`config.mk`:
```
export PLATFORM = sky130hd
export DESIGN_NAME = peripheral_uart_rx
export DESIGN_NICKNAME = d
export VERILOG_FILES = /design/src/rtl/peripheral_uart_rx_pkg.sv /design/src/rtl/peripheral_uart_rx_core.sv /design/src/rtl/peripheral_uart_rx.sv
export SDC_FILE = /design/constraint.sdc
export NUM_CORES = 1
export LEC_CHECK = 0
export ABC_CLOCK_PERIOD_IN_PS = 5590
export CAP_MARGIN = 20
export CELL_PAD_IN_SITES_DETAIL_PLACEMENT = 1
export CELL_PAD_IN_SITES_GLOBAL_PLACEMENT = 1
export CORE_UTILIZATION = 35
export CTS_BUF_LIST = sky130_fd_sc_hd__clkbuf_4 sky130_fd_sc_hd__clkbuf_8
export DETAILED_ROUTE_END_ITERATION = 6
export PLACE_DENSITY = 0.63
export SYNTH_ARGS = -nofsm -noshare
export SYNTH_HDL_FRONTEND = slang
export SYNTH_SLANG_ARGS = --single-unit
```
`constraint.sdc`:
```
create_clock -name clk -period 5.59 [get_ports clk]
set_input_delay 1.118 -clock clk [delete_from_list [all_inputs] [get_ports clk]]
set_output_delay 1.118 -clock clk [all_outputs]
set_load 0.02 [all_outputs]
```
`src/rtl/peripheral_uart_rx_pkg.sv`:
```
// Shared definitions for the J1 UART receiver: register offsets, decoder
// constant, FSM states and the oversampling divider helper.
package peripheral_uart_rx_pkg;

    localparam logic [3:0] RX_DATA    = 4'h0;
    localparam logic [3:0] RX_STAT    = 4'h2;
    localparam logic [3:0] RX_CTRL    = 4'h4;
    localparam logic [7:0] CS_UART_RX = 8'h6A;

    typedef enum logic [2:0] {
        ST_IDLE,
        ST_START,
        ST_DATA,
        ST_STOP,
        ST_BRK
    } rx_state_e;

    // Clocks per 1/16-bit tick; integer division, residual phase error is absorbed
    // by sampling near the bit centre.
    function automatic int unsigned tick_div(input int unsigned clk_freq,
                                             input int unsigned baud);
        return clk_freq / (baud * 16);
    endfunction

endpackage

```
`src/rtl/peripheral_uart_rx_core.sv`:
```
// Receive datapath: 2-FF synchroniser, free-running 16x tick divider and the
// 8N1 deframing FSM. Emits one-clock byte/framing-error strobes.
module peripheral_uart_rx_core #(
    parameter int unsigned CLK_FREQ = 50_000_000,
    parameter int unsigned BAUD     = 115200
) (
    input  logic       clk,
    input  logic       rst,
    input  logic       uart_rx,
    output logic [7:0] rx_byte,
    output logic       byte_stb,
    output logic       ferr_stb
);
    import peripheral_uart_rx_pkg::*;

    localparam int unsigned DIV = tick_div(CLK_FREQ, BAUD);
    localparam int unsigned DW  = (DIV > 1) ? $clog2(DIV) : 1;

    logic          rx_meta, rx_s;
    logic [DW-1:0] div_cnt;
    logic          tick;

    rx_state_e     state, state_nx;
    logic [3:0]    tcnt, tcnt_nx;
    logic [2:0]    bit_idx, bit_nx;
    logic [7:0]    shreg, shreg_nx;

    assign tick    = (div_cnt == DW'(DIV - 1));
    assign rx_byte = shreg;

    // NOTE: sequential state uses non-blocking assignments so every register
    // samples the pre-edge value of the others; blocking here would chain them.
    always_ff @(posedge clk) begin
        if (rst) begin
            rx_meta <= 1'b1;
            rx_s    <= 1'b1;
            div_cnt <= '0;
            state   <= ST_IDLE;
            tcnt    <= '0;
            bit_idx <= '0;
            shreg   <= '0;
        end else begin
            rx_meta <= uart_rx;
            rx_s    <= rx_meta;
            div_cnt <= tick ? '0 : div_cnt + DW'(1);
            state   <= state_nx;
            tcnt    <= tcnt_nx;
            bit_idx <= bit_nx;
            shreg   <= shreg_nx;
        end
    end

    // NOTE: every output of this block gets a default first; a path that leaves
    // one unassigned would infer a latch.
    always_comb begin
        state_nx = state;
        tcnt_nx  = tcnt;
        bit_nx   = bit_idx;
        shreg_nx = shreg;
        byte_stb = 1'b0;
        ferr_stb = 1'b0;
        if (tick) begin
            case (state)
                ST_IDLE: begin
                    if (!rx_s) begin
                        state_nx = ST_START;
                        tcnt_nx  = '0;
                    end
                end
                ST_START: begin
                    // Seventh tick after the falling edge lands mid start bit.
                    if (tcnt == 4'd6) begin
                        tcnt_nx  = '0;
                        bit_nx   = '0;
                        state_nx = rx_s ? ST_IDLE : ST_DATA;
                    end else begin
                        tcnt_nx = tcnt + 4'd1;
                    end
                end
                ST_DATA: begin
                    if (tcnt == 4'd15) begin
                        tcnt_nx  = '0;
                        shreg_nx = {rx_s, shreg[7:1]};
                        bit_nx   = bit_idx + 3'd1;
                        if (bit_idx == 3'd7) state_nx = ST_STOP;
                    end else begin
                        tcnt_nx = tcnt + 4'd1;
                    end
                end
                ST_STOP: begin
                    if (tcnt == 4'd15) begin
                        tcnt_nx = '0;
                        if (rx_s) begin
                            byte_stb = 1'b1;
                            state_nx = ST_IDLE;
                        end else begin
                            ferr_stb = 1'b1;
                            state_nx = ST_BRK;
                        end
                    end else begin
                        tcnt_nx = tcnt + 4'd1;
                    end
                end
                ST_BRK: begin
                    if (rx_s) state_nx = ST_IDLE;
                end
                default: state_nx = ST_IDLE;
            endcase
        end
    end

endmodule

```
`src/rtl/peripheral_uart_rx.sv`:
```
// J1 I/O-bus UART receiver: receive FIFO, sticky error flags and the
// data/status/control register mux around the deframing core.
module peripheral_uart_rx #(
    parameter int unsigned CLK_FREQ   = 50_000_000,
    parameter int unsigned BAUD       = 115200,
    parameter int unsigned FIFO_DEPTH = 4
) (
    input  logic        clk,
    input  logic        rst,
    input  logic [15:0] d_in,
    input  logic        cs,
    input  logic [3:0]  addr,
    input  logic        rd,
    input  logic        wr,
    output logic [15:0] d_out,
    input  logic        uart_rx,
    output logic        rx_irq
);
    import peripheral_uart_rx_pkg::*;

    localparam int unsigned PW = $clog2(FIFO_DEPTH);
    localparam int unsigned CW = $clog2(FIFO_DEPTH + 1);

    logic [7:0]    rx_byte;
    logic          byte_stb, ferr_stb;

    logic [7:0]    mem [FIFO_DEPTH];
    logic [PW-1:0] rd_ptr, wr_ptr;
    logic [CW-1:0] count;
    logic [2:0]    cnt3;
    logic          empty, full, pop, do_push, ovr_set;
    logic          ferr, ovr, clr_ferr, clr_ovr;
    logic          unused_d_in;

    peripheral_uart_rx_core #(
        .CLK_FREQ (CLK_FREQ),
        .BAUD     (BAUD)
    ) u_core (
        .clk      (clk),
        .rst      (rst),
        .uart_rx  (uart_rx),
        .rx_byte  (rx_byte),
        .byte_stb (byte_stb),
        .ferr_stb (ferr_stb)
    );

    assign empty    = (count == '0);
    assign full     = (count == CW'(FIFO_DEPTH));
    assign pop      = cs & rd & (addr == RX_DATA) & ~empty;
    // A pop in the same cycle frees the slot, so a full FIFO still accepts the byte.
    assign do_push  = byte_stb & (~full | pop);
    assign ovr_set  = byte_stb & full & ~pop;
    assign clr_ferr = cs & wr & (addr == RX_CTRL) & d_in[0];
    assign clr_ovr  = cs & wr & (addr == RX_CTRL) & d_in[1];
    assign cnt3     = 3'(count);
    assign rx_irq   = ~empty;
    assign unused_d_in = ^d_in[15:2];

    always_ff @(posedge clk) begin
        if (rst) begin
            rd_ptr <= '0;
            wr_ptr <= '0;
            count  <= '0;
            ferr   <= 1'b0;
            ovr    <= 1'b0;
        end else begin
            if (do_push) wr_ptr <= wr_ptr + PW'(1);
            if (pop)     rd_ptr <= rd_ptr + PW'(1);
            case ({do_push, pop})
                2'b10:   count <= count + CW'(1);
                2'b01:   count <= count - CW'(1);
                default: count <= count;
            endcase
            // Set wins over a simultaneous clear.
            ferr <= ferr_stb | (ferr & ~clr_ferr);
            ovr  <= ovr_set  | (ovr  & ~clr_ovr);
        end
    end

    // NOTE: the storage array has no reset; the pointers and count alone
    // define which entries are valid.
    always_ff @(posedge clk) begin
        if (do_push) mem[wr_ptr] <= rx_byte;
    end

    always_comb begin
        d_out = '0;
        if (cs) begin
            case (addr)
                RX_DATA: if (!empty) d_out = {7'b0, 1'b1, mem[rd_ptr]};
                RX_STAT: d_out = {10'b0, cnt3, ovr, ferr, ~empty};
                default: d_out = '0;
            endcase
        end
    end

endmodule

```
Yosys cells after proc, flatten, opt, wreduce, memory -nomap -nowiden --
Memory sizes are Yosys's and may differ from the RTL's. A register that Yosys moved wholly into a read port is not among the register bits. Index checks and enable logic that the tools add are counted.
Operators by class: $add $sub $neg 7, multipliers 0, div/mod/pow operators 0, magnitude comparators 0, eq/ne operators 19, shifts and indexed selects 0, muxes and demuxes 32, bitwise operators 20, reductions and logical operators 12
Operators by type and width (number):
- $pmux W16 S2 | 1
- $mux W3 | 9
- $mux W16 | 1
- $pmux W3 S5 | 1
- $and A1 B1 Y1 | 12
- $mux W4 | 3
- $pmux W3 S2 | 2
- $pmux W4 S3 | 1
- $mux W1 | 10
- $ne A2 B1 Y1 const B | 5
- $eq A3 B3 Y1 const B | 3
- $mux W9 | 1
- $eq A4 B3 Y1 const B | 2
- $reduce_and A7 Y1 | 1
- $add A3 B1 Y3 const B | 2
- $eq A3 B2 Y1 const B | 2
- $logic_not A3 Y1 | 2
- $mux W2 | 3
- $reduce_and A3 Y1 | 2
- $add A5 B1 Y5 const B | 1
- $eq A5 B5 Y1 const B | 1
- $not A1 Y1 | 5
- $add A2 B1 Y2 const B | 2
- $add A4 B1 Y4 const B | 1
- other kinds (13) | 17
Word-level totals: bits in registers 34, bits in latches 0, RAM bits 32, bits in read-only memories 0, output and inout port bits 17, memories kept 1
Memory list:
- mem | words 4, width 8, rd ports 1, clocked after Yosys merged registers in 1, write ports 1, line peripheral_uart_rx.sv:27 | logic [7:0] mem [FIFO_DEPTH];

Depth between registers and ports, before layout --
word-level depth 7, depth in mapped cells 9, mapped depth without buffers 9

Hierarchy --
Synthesis repeated with hierarchy kept, for this count alone.
Unflattened totals: cell total of the unflattened synthesis 273, area, all modules 3251.9 µm²
Modules (own cells, without submodules):
- peripheral_uart_rx | times used 1, cells each 145, area an instance 1986.9 µm², sequential area each 1181.1 µm²
- peripheral_uart_rx_core | times used 1, cells each 128, area an instance 1265.0 µm², sequential area each 500.5 µm²

Least setup slack after synthesis --
Ideal clock, no wire load.
path type in2out, start point in addr[0], end point out d_out[6], arrival 2.555 ns, setup slack 1.917 ns, cell stages on the path 5, path through or4b_4 -> buf_6 -> nand2b_1 -> nor2_1 -> and2_1
Between the ends: longest elaborated chain between the ends 3, elaborated cells on any way between the ends 4, those cells by class 1 x eq/ne; 2 x mux; 1 x reduce/logical
RTL lines:
- from (decl) | line peripheral_uart_rx.sv:12 | input logic [3:0] addr,
- $eq A4 B2 Y1 or $logic_not A4 Y1 (tied branches) | line peripheral_uart_rx.sv:89 | case (addr)
- $pmux W16 S2 * | line peripheral_uart_rx.sv:89
- $mux W16 * | line peripheral_uart_rx.sv:88 | if (cs) begin
- to (decl) | line peripheral_uart_rx.sv:15 | output logic [15:0] d_out,
Mark *: on every way between the ends. The rest lies on a longest branch, timed or not.

Worst setup path after layout --
start point in addr[0], end point out d_out[7]
The elaborated chain is that of the path after synthesis.

==> impl_metrics.env <==
export IMPL_cp_max_fo=8
export IMPL_required_ps=4470
export IMPL_io_pins=43
export IMPL_fin_crit_sh_pct=79.83
export IMPL_syn_area_per_cell_um2=11.65
export IMPL_clkTransAtPathRegs_ps=80
export IMPL_postRouteAntennaNets=0
export IMPL_yosys_area_top_type="edfxtp_1"
export IMPL_fin_hold_ws_ps=416.5
export IMPL_num_rows=34
export IMPL_place_congestion=0.7389
export IMPL_grt_usage_pct=14.94
export IMPL_synth_warnings=0
export IMPL_layout_nets=324
export IMPL_r2r_setup_slack_ps=2750
export IMPL_synth_seq_cells=68
export IMPL_critPathCaptureType="output port"
export IMPL_hold_violations=0
export IMPL_die_h_um=96.25
export IMPL_synth_top_area_share_pct=30.91
export IMPL_worstSetupPathType="primary input to output port"
export IMPL_vias_per_cell=5.045
export IMPL_grt_max_degree=36
export IMPL_max_slew_margin_pct=57.18
export IMPL_leakage_nw=1.210
export IMPL_postPlaceCellArea_um2=3390
export IMPL_dr_pass1_iters=4
export IMPL_reg2reg_from="u_core.div_cnt[0]$_SDFF_PP0_"
export IMPL_rr_endpoint="cnt3[2]$_SDFFE_PP0P_"
export IMPL_fin_tns_setup_ps=0
export IMPL_timing_fmax_mhz=224.1
export IMPL_grt_pass1_vias=1886
export IMPL_synthFlopType="dfxtp_1"
export IMPL_start_util_pct=35.83
export IMPL_clockBufferDepth=2
export IMPL_routed_via_count=2018
export IMPL_cp_startpoint="addr[0]"
export IMPL_synthTopCellsByArea="edfxtp_1, dfxtp_1, mux4_2"
export IMPL_portBuffers=21
export IMPL_yosysMostFrequentCell="nor2_1"
export IMPL_min_path_type="register to register"
export IMPL_reg2reg_depth=9
export IMPL_max_slew_worst_pin_slew_ps=638.5
export IMPL_synth_top_cells_by_count="nor2_1, dfxtp_1, edfxtp_1, mux2i_1, clkbuf_1"
export IMPL_routed_wl_mm=6.226
export IMPL_powerDensity_nw_per_um2=269.0
export IMPL_design_area_um2=3593
export IMPL_rsz0062_at_grt="no"
export IMPL_peakVddDrop_v=0.0001094
export IMPL_final_max_slew_viol_count=0
export IMPL_syn_area_um2=3109
export IMPL_ys_types=50
export IMPL_drive_gt1_share_pct=11.99
export IMPL_fin_crit_ps=4463
export IMPL_arrival_ps=3340
export IMPL_cap_violations=0
export IMPL_n_antenna_cell=0
export IMPL_antenna_found_initial=0
export IMPL_finalWorstSetupSlack_ps=1127
export IMPL_hold_path_cell_count=1
export IMPL_cts_made_buffers=9
export IMPL_cts_resized=0
export IMPL_post_cts_buffers=0
export IMPL_core_area_um2=8678
export IMPL_detail_route_wl_per_cell_um=15.57
export IMPL_status="complete, no violations"
export IMPL_cts_tree="built"
export IMPL_ys_seq_area_share_pct=54.08
export IMPL_fin_worst_skew_ps=15.59
export IMPL_start_kind="primary input"
export IMPL_syn2layout_area_growth_pct=15.57
export IMPL_clock_sinks=68
export IMPL_drt_iter0_drc=74
export IMPL_dieWidth_um=96.25
export IMPL_synth_edff_count=32
export IMPL_ctsRootBufferMaster="clkbuf_8"
export IMPL_synthArstFlopShare_pct=0
export IMPL_dp_slack_ps=1100
export IMPL_grt_first_pass_wirelength_mm=9.998
export IMPL_setup_viol_count_final=0
export IMPL_drc_errors=0
export IMPL_hold_buffers=0
export IMPL_clock_latency_ps=350
export IMPL_synthCells=267
export IMPL_dieArea_um2=9264
export IMPL_hp_start="u_core.rx_meta$_SDFF_PP1_"
export IMPL_gr_total_overflow=0
export IMPL_dp_final_hpwl_mm=4.345
export IMPL_htreeDepth=3
export IMPL_hold_end="u_core.rx_s$_SDFF_PP1_"
sequential cells by signal, indices dropped and copies added, names as in the netlist, named ones only:
signal / flops
ferr: 1
wr_ptr: 2
u_core.rx_meta: 1
u_core.state: 3
mem: 32
u_core.tcnt: 4
u_core.div_cnt: 5
rd_ptr: 2
ovr: 1
u_core.rx_byte: 8
u_core.rx_s: 1
u_core.bit_idx: 3
cnt3: 3
metal layers:
| layer | global-route usage [%] | routed length (um) |
|---|---|---|
| met1 | 20.00 | 3057 |
| met2 | 22.46 | 2892 |
| met3 | 5.213 | 203 |
| met4 | 4.851 | 73 |
| met5 | 0 | 0 |
cell type report:
class | count | area [um^2]
fill | 933 | 5085
timing repair buffer | 23 | 225.2
multi-input combinational | 177 | 1318
clock inverter | 7 | 80.08
sequential | 68 | 1682
tap | 108 | 135.1
inverter | 8 | 30.03
clock buffer | 9 | 123.9
per-stage QoR:
stage          instances  total power, W  util [%]
4_1_cts              400       0.0009798     41.41
2_1_floorplan        273       0.0005500         -
5_1_grt              400        0.001008     41.41
3_3_place_gp         384       0.0005577     39.06
6_report             400       0.0009667     41.41
3_5_place_dp         384       0.0005584     39.06
worst max-delay path by stage:
stage | endpoint | slack [ps] | cells after the start
6_report | d_out[7] | 1130 | 6
5_1_grt | d_out[7] | 990 | 6
4_1_cts | d_out[7] | 1090 | 6
3_5_place_dp | d_out[7] | 1100 | 6
3_3_place_gp | d_out[7] | 1120 | 6
2_1_floorplan | d_out[6] | 1920 | 5
report_power, final:
group / internal [W] / leakage [nW] / switching [W]
clock: 0.000212 / 0.0973 / 0.000208
sequential: 0.000518 / 0.587 / 0.00000250
combinational: 0.0000113 / 0.526 / 0.0000144
cells by family after synthesis:
logic type	count (synthesis)	share of synthesized area, %
mux	23	10.82
buf+inv	28	4.467
compound gates	32	7.043
other cells	1	0.1206
simple gates	99	17.38
fa+ha+maj	11	4.668
flops	68	54.08
xor+xnor	5	1.408
cell usage in the layout, fill, tap and decap left out, types with 2 or more instances in the layout:
cell type and instances:
mux4_2 8, or2_2 2, and2_1 8, dfxtp_1 36
clkbuf_8 9, a22oi_1 8, nor4b_1 2, clkinvlp_4 2
o21ai_0 6, a31oi_1 2, nand4b_1 4, nor3_1 5
nor2b_1 3, nand3_1 6, mux2i_1 13, xnor2_1 4
inv_1 7, nor2_1 41, buf_4 2, inv_6 4
clkdlybuf4s50_1 21, edfxtp_1 32, ha_1 10, nand2b_1 9
nand2_1 6, a21oi_1 7, and3_1 2, conb_1 7
worst max-delay path: stages:
cell,delay (ps)
clkdlybuf4s50_1,430
or4b_4,610
nand2b_1,190
nor2_1,200
and2_1,180
clkdlybuf4s50_1,600
No activity file was read; power rests on OpenSTA's default activity.
